## src/rtl/fp_issue_ctrl_pkg.sv

```systemverilog
// Shared definitions for the FP issue controller: FPU opcodes, FSM states and
// strobe decode helpers.
package fp_issue_ctrl_pkg;

    localparam int unsigned FPOP_W = 3;

    typedef enum logic [FPOP_W-1:0] {
        FpAdd  = 3'd0,
        FpSub  = 3'd1,
        FpMul  = 3'd2,
        FpDiv  = 3'd3,
        FpSqrt = 3'd4
    } fp_op_e;

    typedef enum logic [1:0] {
        StIdle,
        StReq,
        StBusy,
        StWb
    } state_e;

    // Strobe vector layout is {fsqrt, fdiv, fmul, fsub, fadd}
    function automatic logic [2:0] strobe_count(input logic [4:0] s);
        logic [2:0] n;
        n = '0;
        for (int i = 0; i < 5; i++) begin
            n = n + {2'b00, s[i]};
        end
        return n;
    endfunction

    function automatic fp_op_e strobe_to_op(input logic [4:0] s);
        fp_op_e op;
        case (s)
            5'b00010: op = FpSub;
            5'b00100: op = FpMul;
            5'b01000: op = FpDiv;
            5'b10000: op = FpSqrt;
            default:  op = FpAdd;
        endcase
        return op;
    endfunction

endpackage

```

## src/rtl/fp_timeout_counter.sv

```systemverilog
// Cycle counter for the BUSY watchdog; expire flags the last allowed cycle.
module fp_timeout_counter #(
    parameter int unsigned LIMIT = 64,
    localparam int unsigned W = (LIMIT > 1) ? $clog2(LIMIT) : 1
) (
    input  logic clk,
    input  logic rst,
    input  logic clear,
    input  logic enable,
    output logic expire
);

    logic [W-1:0] count_q;

    always_ff @(posedge clk or negedge rst) begin
        if (!rst) begin
            count_q <= '0;
        end else if (clear) begin
            count_q <= '0;
        end else if (enable) begin
            count_q <= count_q + W'(1);
        end
    end

    assign expire = enable && (count_q == W'(LIMIT - 1));

endmodule

```

## src/rtl/fp_issue_ctrl.sv

```systemverilog
// Captures one decoded FP op, issues it to the multi-cycle FPU, stalls the
// pipeline until completion and writes the result back to the FP register file.
module fp_issue_ctrl
    import fp_issue_ctrl_pkg::*;
#(
    parameter int unsigned XLEN           = 32,
    parameter int unsigned TIMEOUT_CYCLES = 64
) (
    input  logic              clk,
    input  logic              rst,
    input  logic              in_valid,
    input  logic              fadd,
    input  logic              fsub,
    input  logic              fmul,
    input  logic              fdiv,
    input  logic              fsqrt,
    input  logic              FRegWrite,
    input  logic [4:0]        rd,
    input  logic [XLEN-1:0]   op_a,
    input  logic [XLEN-1:0]   op_b,
    input  logic              flush,
    output logic              stall,
    output logic              fpu_valid,
    output logic [FPOP_W-1:0] fpu_op,
    output logic [XLEN-1:0]   fpu_a,
    output logic [XLEN-1:0]   fpu_b,
    input  logic              fpu_ready,
    input  logic              fpu_done,
    input  logic [XLEN-1:0]   fpu_result,
    output logic              fwb_en,
    output logic [4:0]        fwb_rd,
    output logic [XLEN-1:0]   fwb_data,
    output logic              err_illegal,
    output logic              err_timeout
);

    state_e          state_q, state_d;
    fp_op_e          op_q;
    logic [XLEN-1:0] a_q, b_q, data_q;
    logic [4:0]      rd_q;
    logic            wen_q, killed_q, illegal_q, timeout_q;
    logic [4:0]      strobes;
    logic [2:0]      n_strobes;
    logic            accept, handshake, busy, expire, timeout;

    assign strobes   = {fsqrt, fdiv, fmul, fsub, fadd};
    assign n_strobes = strobe_count(strobes);
    // A coincident flush kills the decode slot, so the op is never accepted
    assign accept    = (state_q == StIdle) && in_valid && (n_strobes == 3'd1) && !flush;
    assign handshake = (state_q == StReq) && !flush && fpu_ready;
    assign busy      = (state_q == StBusy);
    assign timeout   = busy && expire && !fpu_done;

    fp_timeout_counter #(
        .LIMIT (TIMEOUT_CYCLES)
    ) u_timeout (
        .clk    (clk),
        .rst    (rst),
        .clear  (handshake),
        .enable (busy),
        .expire (expire)
    );

    always_ff @(posedge clk or negedge rst) begin
        if (!rst) begin
            state_q <= StIdle;
        end else begin
            state_q <= state_d;
        end
    end

    always_comb begin
        state_d = state_q;
        unique case (state_q)
            StIdle: if (accept) state_d = StReq;
            StReq: begin
                if (flush) state_d = StIdle;
                else if (fpu_ready) state_d = StBusy;
            end
            StBusy: begin
                if (fpu_done) state_d = StWb;
                else if (expire) state_d = StIdle;
            end
            StWb:   state_d = StIdle;
            default: state_d = StIdle;
        endcase
    end

    always_comb begin
        stall     = ((state_q != StIdle) && (state_q != StWb)) || accept;
        fpu_valid = (state_q == StReq);
        fwb_en    = (state_q == StWb) && wen_q && !killed_q;
    end

    always_ff @(posedge clk or negedge rst) begin
        if (!rst) begin
            op_q      <= FpAdd;
            a_q       <= '0;
            b_q       <= '0;
            rd_q      <= '0;
            wen_q     <= 1'b0;
            data_q    <= '0;
            killed_q  <= 1'b0;
            illegal_q <= 1'b0;
            timeout_q <= 1'b0;
        end else begin
            if (accept) begin
                op_q  <= strobe_to_op(strobes);
                a_q   <= op_a;
                b_q   <= op_b;
                rd_q  <= rd;
                wen_q <= FRegWrite;
            end
            if (busy && fpu_done) begin
                data_q <= fpu_result;
            end
            // killed must not leak into the next op, so clear on every exit to IDLE
            if ((state_q == StWb) || timeout) begin
                killed_q <= 1'b0;
            end else if (busy && flush) begin
                killed_q <= 1'b1;
            end
            illegal_q <= (state_q == StIdle) && in_valid && (n_strobes > 3'd1);
            timeout_q <= timeout;
        end
    end

    assign fpu_op      = op_q;
    assign fpu_a       = a_q;
    assign fpu_b       = b_q;
    assign fwb_rd      = rd_q;
    assign fwb_data    = data_q;
    assign err_illegal = illegal_q;
    assign err_timeout = timeout_q;

endmodule

```

## config.mk

```make
export PLATFORM = sky130hd
export DESIGN_NAME = fp_issue_ctrl
export DESIGN_NICKNAME = d
export VERILOG_FILES = /design/src/rtl/fp_issue_ctrl_pkg.sv /design/src/rtl/fp_timeout_counter.sv /design/src/rtl/fp_issue_ctrl.sv
export SDC_FILE = /design/constraint.sdc
export NUM_CORES = 1
export LEC_CHECK = 0
export BUFFER_PORTS_ARGS = -buffer_cell sky130_fd_sc_hd__buf_2
export CORE_ASPECT_RATIO = 1.5
export CORE_MARGIN = 1
export CORE_UTILIZATION = 45
export CTS_CLUSTER_SIZE = 24
export DETAILED_ROUTE_END_ITERATION = 7
export PLACE_DENSITY_LB_ADDON = 0.08
export SETUP_SLACK_MARGIN = 0.05
export SLEW_MARGIN = 20
export SYNTH_ARGS = -nofsm -noshare
export SYNTH_HDL_FRONTEND = slang
export SYNTH_SLANG_ARGS = --single-unit
```

## constraint.sdc

```tcl
create_clock -name clk -period 4.3 [get_ports clk]
set_input_delay 0.215 -clock clk [delete_from_list [all_inputs] [get_ports clk]]
set_output_delay 0.215 -clock clk [all_outputs]
set_load 0.05 [all_outputs]
```

# Word level (Yosys, flattened, before mapping)
# Index checks and enable logic that the tools add are counted.
# totals
out_inout_bits	109
regBits	116
elab_cells	65
# op_classes
n_eq_ne	13
add_sub_neg	5
reduce_logical	24
mux	11
order_cmp	1
# ops
cell	count
logical AND 1 bit	14
2-to-1 mux 6 bit	2
case mux 3 bit (4 select lines)	1
2-to-1 mux 2 bit	5
case mux 2 bit (4 select lines)	1
adder 3 x 1 -> 3 bit	2
adder 6 x 1 -> 6 bit, second input constant	1
== test 6 bit, second input constant	1
!= test 3 x 2 -> 1 bit, second input constant	2
nonzero test 2 bit	3
== test 5 x 2 -> 1 bit, second input constant	1
== test 5 x 3 -> 1 bit, second input constant	1
== test 5 x 4 -> 1 bit, second input constant	1
== test 5 bit, second input constant	1
== test 2 bit, second input constant	2
!= test 2 bit, second input constant	2
adder 2 x 1 -> 3 bit	1
== test 3 x 1 -> 1 bit, second input constant	1
greater-than comparator 3 x 1 -> 1 bit, second input constant	1
zero test 1 bit	3
AND reduction 3 bit	1
adder 1 x 1 -> 2 bit	1
== test 2 x 1 -> 1 bit, second input constant	1
zero test 2 bit	1
other kinds (2)	4

# Depth between registers and ports, before layout
# Gate-level depths: netlist (run 1).
# logic_depth
depth_word	9
mapped_depth	11
depth_no_buf	9

# By module
# A second synthesis (run 1) with hierarchy kept.
# hier_totals
hier_cells	302
hier_area_um2	4639.4
# by_module_without_submodules
mod	cells_per_inst	seq_area_each_um2	area_each_um2	n_inst
fp_issue_ctrl	274	2752.6	4349.2	1
fp_timeout_counter	28	150.1	290.3	1

# Worst setup path before layout (run 1)
# OpenSTA, ideal clock, no wires.
# synth_timing
path_type	input to output
startpoint	input fadd
endpoint	output stall
cell_stages	10
slack_ps	1745
arrival_time_ps	2340
path_buffers	2
cell_sequence	fa_1 > inv_1 > fa_1 > inv_1 > ha_1 > nor2_1 > nand3_2 > buf_6 > buf_6 > nand2b_1
# synth_between
elab_chain_len	8
# synth_lines
element	line_no	text
start, declared	fp_issue_ctrl.sv:12	input logic fadd,
adder 1 x 1 -> 2 bit	fp_issue_ctrl_pkg.sv:27	n = n + {2'b00, s[i]};
adder 2 x 1 -> 3 bit	fp_issue_ctrl_pkg.sv:27	
adder 3 x 1 -> 3 bit (2 in a row)	fp_issue_ctrl_pkg.sv:27	
== test 3 x 1 -> 1 bit	fp_issue_ctrl.sv:49	assign accept = (state_q == StIdle) && in_valid && (n_strobes == 3'd1) && !flush;
logical AND 1 bit (2 in a row)	fp_issue_ctrl.sv:49	
logical OR 1 bit	fp_issue_ctrl.sv:90	stall = ((state_q != StIdle) && (state_q != StWb)) || accept;
end, declared	fp_issue_ctrl.sv:22	output logic stall,
# No other way between the ends.

# Worst setup path in the final report (run 1)
# layout_timing
startpoint	input fadd
endpoint	register b_q[29], in the netlist fpu_b[29]
# layout_between
elab_chain_len	7
# layout_lines
element	line_no	text
adder 1 x 1 -> 2 bit	fp_issue_ctrl_pkg.sv:27	
adder 2 x 1 -> 3 bit	fp_issue_ctrl_pkg.sv:27	
adder 3 x 1 -> 3 bit (2 in a row)	fp_issue_ctrl_pkg.sv:27	
== test 3 x 1 -> 1 bit	fp_issue_ctrl.sv:49	
logical AND 1 bit (2 in a row)	fp_issue_ctrl.sv:49	
end signal, assigned	fp_issue_ctrl.sv:110	b_q <= op_b;
end, declared	fp_issue_ctrl.sv:39	logic [XLEN-1:0] a_q, b_q, data_q;
# No other way between the ends.
# A chain may end at the register's enable or synchronous reset.

==> results.md, run 1 <==
- Residual DRC count: 0
- Commonest cells after routing, fill and taps aside: sky130_fd_sc_hd__buf_2, sky130_fd_sc_hd__dfrtp_1, sky130_fd_sc_hd__mux2_2
- Master cell of the clock root buffer: sky130_fd_sc_hd__clkbuf_16
- Post-synthesis instance area: 4740 µm²
- Routability-driven placement congestion ratio: 0.762
- CTS clk-pin slew, worst paths: 0.05 ns
- Sum of met3 wire segment lengths after detailed routing: 846 µm
- VDD IR max: 0.507 mV
- Number of inserted diodes: 0
- Worst Slack Setup Final: 1.61 ns
- Status: completed
- Number of buffers between clock root and the deepest sink: 2
- Sequential fraction of design power: 28.9%
- 1st-iter DRT viols: 97
- Die width: 85.8 µm
- Final worst-path cycle share: 62.4%
- Slew Limit Headroom: 37.0%
- Register area: 2900 µm²
- Primary FF master, synth: sky130_fd_sc_hd__dfrtp_1
- Via density: 4.81
- Time the worst path needs with I/O delays and setup: 2.69 ns
- Die footprint: 11000 µm²
- Gr usage total: 19.2%
- Wire length of the first global-routing pass: 16.0 mm
- Maximum number of pins on one net before global-route repair: 70
- Count of flip-flops with a built-in enable after synthesis: 0
- Number of nets produced by synthesis: 428
- Via count of the first global-routing pass: 3433
- Unique masters post-synth: 27
- PnR Total Power: 6.28 mW
- Sequential fraction of the synthesis area: 61.2%
- DIE HEIGHT: 128 µm
- Length of the first detailed-routing pass in iterations: 4
- Number of buffers added on ports: 221
- Top cells by area, synth: sky130_fd_sc_hd__dfrtp_1, sky130_fd_sc_hd__mux2_2, sky130_fd_sc_hd__mux2_4
- Final Util: 64.7%
- Fraction of power spent switching nets: 45.7%
- Total net switching power: 2.87 mW
- Kind of critical path: input port to register
- Highest fanout seen on the critical path: 67
- Share of power burned in combinational logic: 47.9%
- Syn Area/Cell: 15.6 µm²
- Wire per inst: 14.7 µm
- Category of the worst setup path capture point: register
- Clock sink count: 116
- Most common library cell in the layout ignoring fill and taps: sky130_fd_sc_hd__buf_2
- Core Region: 10200 µm²
- HPWL after detailed placement: 7.37 mm
- Critical Path Source Type: input port
- Internal power summed over all cells: 3.41 mW
- Power density over the cells: 952 nW/µm²
- Sum of overflow across all layers after global routing: 0
- Maxcap violations: 0
- Area used by multi-input combinational logic: 1720 µm²
- Signed area change from the synthesized netlist to the final layout: 39.1%
- Area fraction of the dominant cell type after synthesis: 61.2%
- Family of cells with the greatest summed delay on the critical path: adder cells
- Clock power frac: 23.2%
- WHS: 0.0302 ns
- Layout Skew: 0.00755 ns
- CP Data Arrival Time: 2.97 ns
- TritonCTS clock tree: built
- Hold Fails Final Rpt: 0
- Final setup violation count: 0
- Cell chain of the critical path: buf_2 -> fa_1 -> inv_1 -> fa_1 -> inv_1 -> ha_1 -> nor3b_2 -> nand3_4 -> buf_4 -> mux2_2
- Setup slack after placement: 1.17 ns
- Worst hold-check path type: input port to register
- Setup repair after global routing missed its margin: false
- Worst path slowest cell: sky130_fd_sc_hd__buf_4
- Initial standard-cell utilization of the core: 46.5%
- Final antenna-violating net count: 0
- Critical Path Max Stage Delay: 0.75 ns
- CP bufs+invs: 4
- Proportion of register bits with asynchronous set or reset after synthesis: 100%
- Number of antenna violations at the first check in global routing: 0
- Ratio of cells with drive above 1 in the final layout: 65.4%
- Fillcell total: 806
- Number of top-level pins: 222
- Req. time, crit path: 4.58 ns
- Insertion delay of the later-clocked pin in the worst-skew pair: 0.40 ns
- Total wire length after detailed routing: 10.1 mm
- Sum of met2 wire segment lengths after detailed routing: 5.24 mm
- Post-synthesis register bit count: 116
- Maximum operating frequency: 372 MHz
- Static power due to leakage: 3.54 nW
- Leading area contributor after synthesis: sky130_fd_sc_hd__dfrtp_1
- Via Count: 3307
- Tightest Pin Transition: 0.945 ns
- Final slew viol count: 0
- Total number of nets in the final design: 660
- H-Tree Level Count: 4
- Uppermost metal layer occupied by signal nets: met4
- Total of warnings raised by yosys: 0
- Aggregate negative setup slack: 0 ns
- Row cnt: 45
- Clock buffer count from CTS: 17
- Sum of routed wire segments on met1: 3.81 mm
- Syn Inst Count: 303
## registers in the layout, indices dropped and copies added (netlist names)
| signal | flops |
|---|---|
| fpu_a | 32 |
| fpu_b | 32 |
| fwb_data | 32 |
| u_timeout.count_q | 6 |
| fwb_rd | 5 |
| fpu_op | 3 |
| state_q | 2 |
| err_illegal | 1 |
| err_timeout | 1 |
| killed_q | 1 |
| wen_q | 1 |
## synth_stat cells (all sizes together) (2+ instances only)
cell    instances
nand4           2
xor2            4
fa              2
mux2          103
dfrtp         116
nand3b          2
mux2i           3
a21oi           4
nor2            9
o21ai           2
nand3           3
nor3            2
inv            10
o41ai           2
nand2          10
nand2b          2
ha             10
buf            12
## worst paths after layout
kind	from	end	slack, ns	cells after the start
min	op_b[0]	fpu_b[0]$_DFFE_PN0P_	0.03	2
max in group asynchronous	rst	err_timeout$_DFF_PN0_	2.68	3
min reg2reg	fpu_op[0]$_DFFE_PN0P_	fpu_op[0]$_DFFE_PN0P_	0.47	2
max	fadd	fpu_b[29]$_DFFE_PN0P_	1.61	10
min in group asynchronous	rst	fpu_a[20]$_DFFE_PN0P_	0.46	2
max reg2reg	state_q[0]$_DFFE_PN0P_	fwb_data[24]$_DFFE_PN0P_	1.89	5
## worst register-to-register path, delay by kind of cell (launching register included)
kind / cells / cell delay [ns]
DFF: 1 / 0.40
adders and majority gates: 1 / 0.39
muxes: 1 / 0.29
buffers and inverters: 2 / 0.57
and+or+nand+nor: 1 / 0.64
## power by group through the flow
stage	clock network (mW)	logic, mW	registers (mW)
3_5_place_dp	0	3.02	1.83
5_1_grt	1.54	3.14	1.88
4_1_cts	1.50	3.04	1.82
2_1_floorplan	0	0.710	3.43
3_3_place_gp	0	3.01	1.80
6_report	1.46	3.01	1.81
## cell type report
class / count / share of cell area (%)
Inverter: 10 / 0.569
Tap cell: 141 / 2.67
Timing Repair Buffer: 225 / 17.3
Sequential cell: 116 / 44.0
Clock inverter: 10 / 2.35
Multi-Input combinational cell: 165 / 26.1
Clock buffer: 21 / 6.98
## per-stage QoR
stage | cells | area [µm²]
floorplan | 303 | 4740
global placement | 656 | 5970
detailed placement | 656 | 5970
CTS | 688 | 6600
global route | 688 | 6600
finish | 688 | 6600
## logic make-up after synthesis
kind of cell	share of synthesized area, %
adders and majority gates	3.48
muxes	26.7
AOI/OAI and AO/OA	1.72
buffers and inverters	2.59
DFF	61.2
xor gates and xnor gates	0.924
and+or+nand+nor	3.38
## per-layer routing
| layer | vias up | global-route usage (%) |
|---|---|---|
| met5 | - | 0 |
| met4 | 0 | 9.80 |
| met3 | 19 | 6.31 |
| met2 | 148 | 32.9 |
| met1 | 1626 | 20.9 |
| li1 | 1514 | - |
## what timing repair did
action / CTS / global route
resized for setup: 0 / 0
hold buffers: 1 / 0
buffers inserted: 0 / 0
endpoints found under the hold margin: 68 / 0
Note: power is estimated with default switching activity, not from simulation.
==> run 2: changes to the inputs <==
==> constraint.sdc (replaced) <==
create_clock -name clk -period 2.5 [get_ports clk]
set_input_delay 0.125 -clock clk [delete_from_list [all_inputs] [get_ports clk]]
set_output_delay 0.125 -clock clk [all_outputs]
set_load 0.05 [all_outputs]
==> run 2 against run 1 <==
- setup slack worse by 1.5 ns
- via count rose by 12%
- clock-buffer cell count up 2
- worst hold slack improved by 0.0059 ns
==> results.md, run 2 (synthesis gave the netlist of run 1 again) <==
- Master cell of the clock root buffer: sky130_fd_sc_hd__clkbuf_16
- Total wire length after detailed routing: 12.2 mm
- Clock sink count: 116
- Length of the first detailed-routing pass in iterations: 4
- Via Count: 3698
- Power density over the cells: 1420 nW/µm²
- VDD IR max: 0.980 mV
- Wire per inst: 15.3 µm
- Die width: 85.8 µm
- Insertion delay of the later-clocked pin in the worst-skew pair: 0.40 ns
- Core Region: 10200 µm²
- Worst path slowest cell: sky130_fd_sc_hd__fa_1
- Final slew viol count: 0
- Worst hold-check path type: input port to register
- Signed area change from the synthesized netlist to the final layout: 63.4%
- Clock buffer count from CTS: 17
- Slew Limit Headroom: 52.4%
- Number of antenna violations at the first check in global routing: 0
- Total number of nets in the final design: 771
- Number of buffers between clock root and the deepest sink: 2
- Tightest Pin Transition: 0.713 ns
- CP Data Arrival Time: 2.23 ns
- Final Util: 76.0%
- Kind of critical path: input port to output port
- Final setup violation count: 0
- Critical Path Source Type: input port
- Layout Skew: 0.00457 ns
- Initial standard-cell utilization of the core: 46.5%
- Maxcap violations: 0
- Sum of overflow across all layers after global routing: 0
- Number of top-level pins: 222
- DIE HEIGHT: 128 µm
- Die footprint: 11000 µm²
- Number of inserted diodes: 0
- Setup repair after global routing missed its margin: false
- Maximum number of pins on one net before global-route repair: 65
- Cell chain of the critical path: buf_2 -> fa_1 -> inv_1 -> fa_1 -> inv_1 -> ha_1 -> nor2_4 -> nand3_4 -> buf_12 -> nand2b_1 -> buf_6
- Category of the worst setup path capture point: output port
- Hold Fails Final Rpt: 0
- Wire length of the first global-routing pass: 19.4 mm
- Most common library cell in the layout ignoring fill and taps: sky130_fd_sc_hd__buf_2
- 1st-iter DRT viols: 98
- H-Tree Level Count: 4
- Residual DRC count: 0
- Via density: 4.63
- Commonest cells after routing, fill and taps aside: sky130_fd_sc_hd__buf_2, sky130_fd_sc_hd__dfrtp_1, sky130_fd_sc_hd__dlygate4sd3_1
- Gr usage total: 23.4%
- WHS: 0.0361 ns
- Static power due to leakage: 4.02 nW
- Ratio of cells with drive above 1 in the final layout: 55.2%
- Time the worst path needs with I/O delays and setup: 2.35 ns
- Highest fanout seen on the critical path: 28
- Final worst-path cycle share: 94.0%
- Number of buffers added on ports: 221
- CTS clk-pin slew, worst paths: 0.05 ns
- CP bufs+invs: 5
- TritonCTS clock tree: built
- Row cnt: 45
- Critical Path Max Stage Delay: 0.52 ns
- Req. time, crit path: 2.38 ns
- Family of cells with the greatest summed delay on the critical path: adder cells
- Via count of the first global-routing pass: 4010
- HPWL after detailed placement: 7.71 mm
- Status: completed
- Routability-driven placement congestion ratio: 0.742
- Maximum operating frequency: 425 MHz
- Final antenna-violating net count: 0
run 2: changes by cell type in the layout (fill, tap and decap cells not counted), sizes merged:
cell         previous run  this run
dlygate4sd3             1       108
buf                   224       228
clkbuf                 21        23
bufinv                  4         3
clkinv                  4         3
run 2: final timing paths:
check | slack, ns | from | end | cells past startpoint
setup / recovery | 0.15 | fadd | stall | 11
hold / removal | 0.04 | fsqrt | fpu_op[2]$_DFFE_PN0P_ | 3
setup reg to reg | 0.65 | state_q[0]$_DFFE_PN0P_ | fwb_data[13]$_DFFE_PN0P_ | 5
hold reg to reg | 0.48 | fpu_op[0]$_DFFE_PN0P_ | fpu_op[0]$_DFFE_PN0P_ | 2
max in group asynchronous | 1.38 | rst | fpu_a[0]$_DFFE_PN0P_ | 3
min in group asynchronous | 0.32 | rst | fpu_b[1]$_DFFE_PN0P_ | 2
run 2: per-layer routing:
layer	wire [µm]	GRT usage [%]
met5	0	0
met4	180	7.45
met3	809	8.31
met2	6600	41.9
met1	4600	25.6
run 2: layout make-up:
| class | count | area, µm² |
|---|---|---|
| flip-flops and latches | 116 | 2900 |
| clock inverters | 8 | 124 |
| multi-input cells | 165 | 1730 |
| clock buffers | 23 | 488 |
| fillers | 654 | 2450 |
| repair buffers | 336 | 2290 |
| well taps | 141 | 176 |
| inverters | 10 | 37.5 |
run 2: per-stage QoR:
stage	cell area, µm²	setup WS, ns	cells	TNS (ns)	power (mW)
CTS	7740	0.0759	799	0	11.0
global route	7740	0.0506	799	0	11.5
detailed placement	6040	-0.0424	660	-0.910	8.38
floorplan	4740	0.125	303	0	7.13
global placement	6040	0.0115	660	0	8.28
finish	7740	0.150	799	0	11.0
run 2: worst min-delay path, stage by stage:
cell and delay [ns]:
sky130_fd_sc_hd__buf_2 0.12, sky130_fd_sc_hd__nand2_1 0.08, sky130_fd_sc_hd__o41ai_2 0.06
run 2: timing repair:
item | CTS | global route
endpoints found under the hold margin | 157 | 0
endpoints found under the setup margin | 1 | 1
gates resized for setup | 2 | 2
setup buffers | 0 | 0
hold buffers | 108 | 0
run 2: power breakdown:
| group | total (mW) | switching [mW] | leakage (nW) | internal (mW) |
|---|---|---|---|---|
| sequential | 3.15 | 0.432 | 1.45 | 2.72 |
| clock | 2.47 | 0.807 | 0.295 | 1.66 |
| combinational | 5.39 | 3.80 | 2.27 | 1.59 |
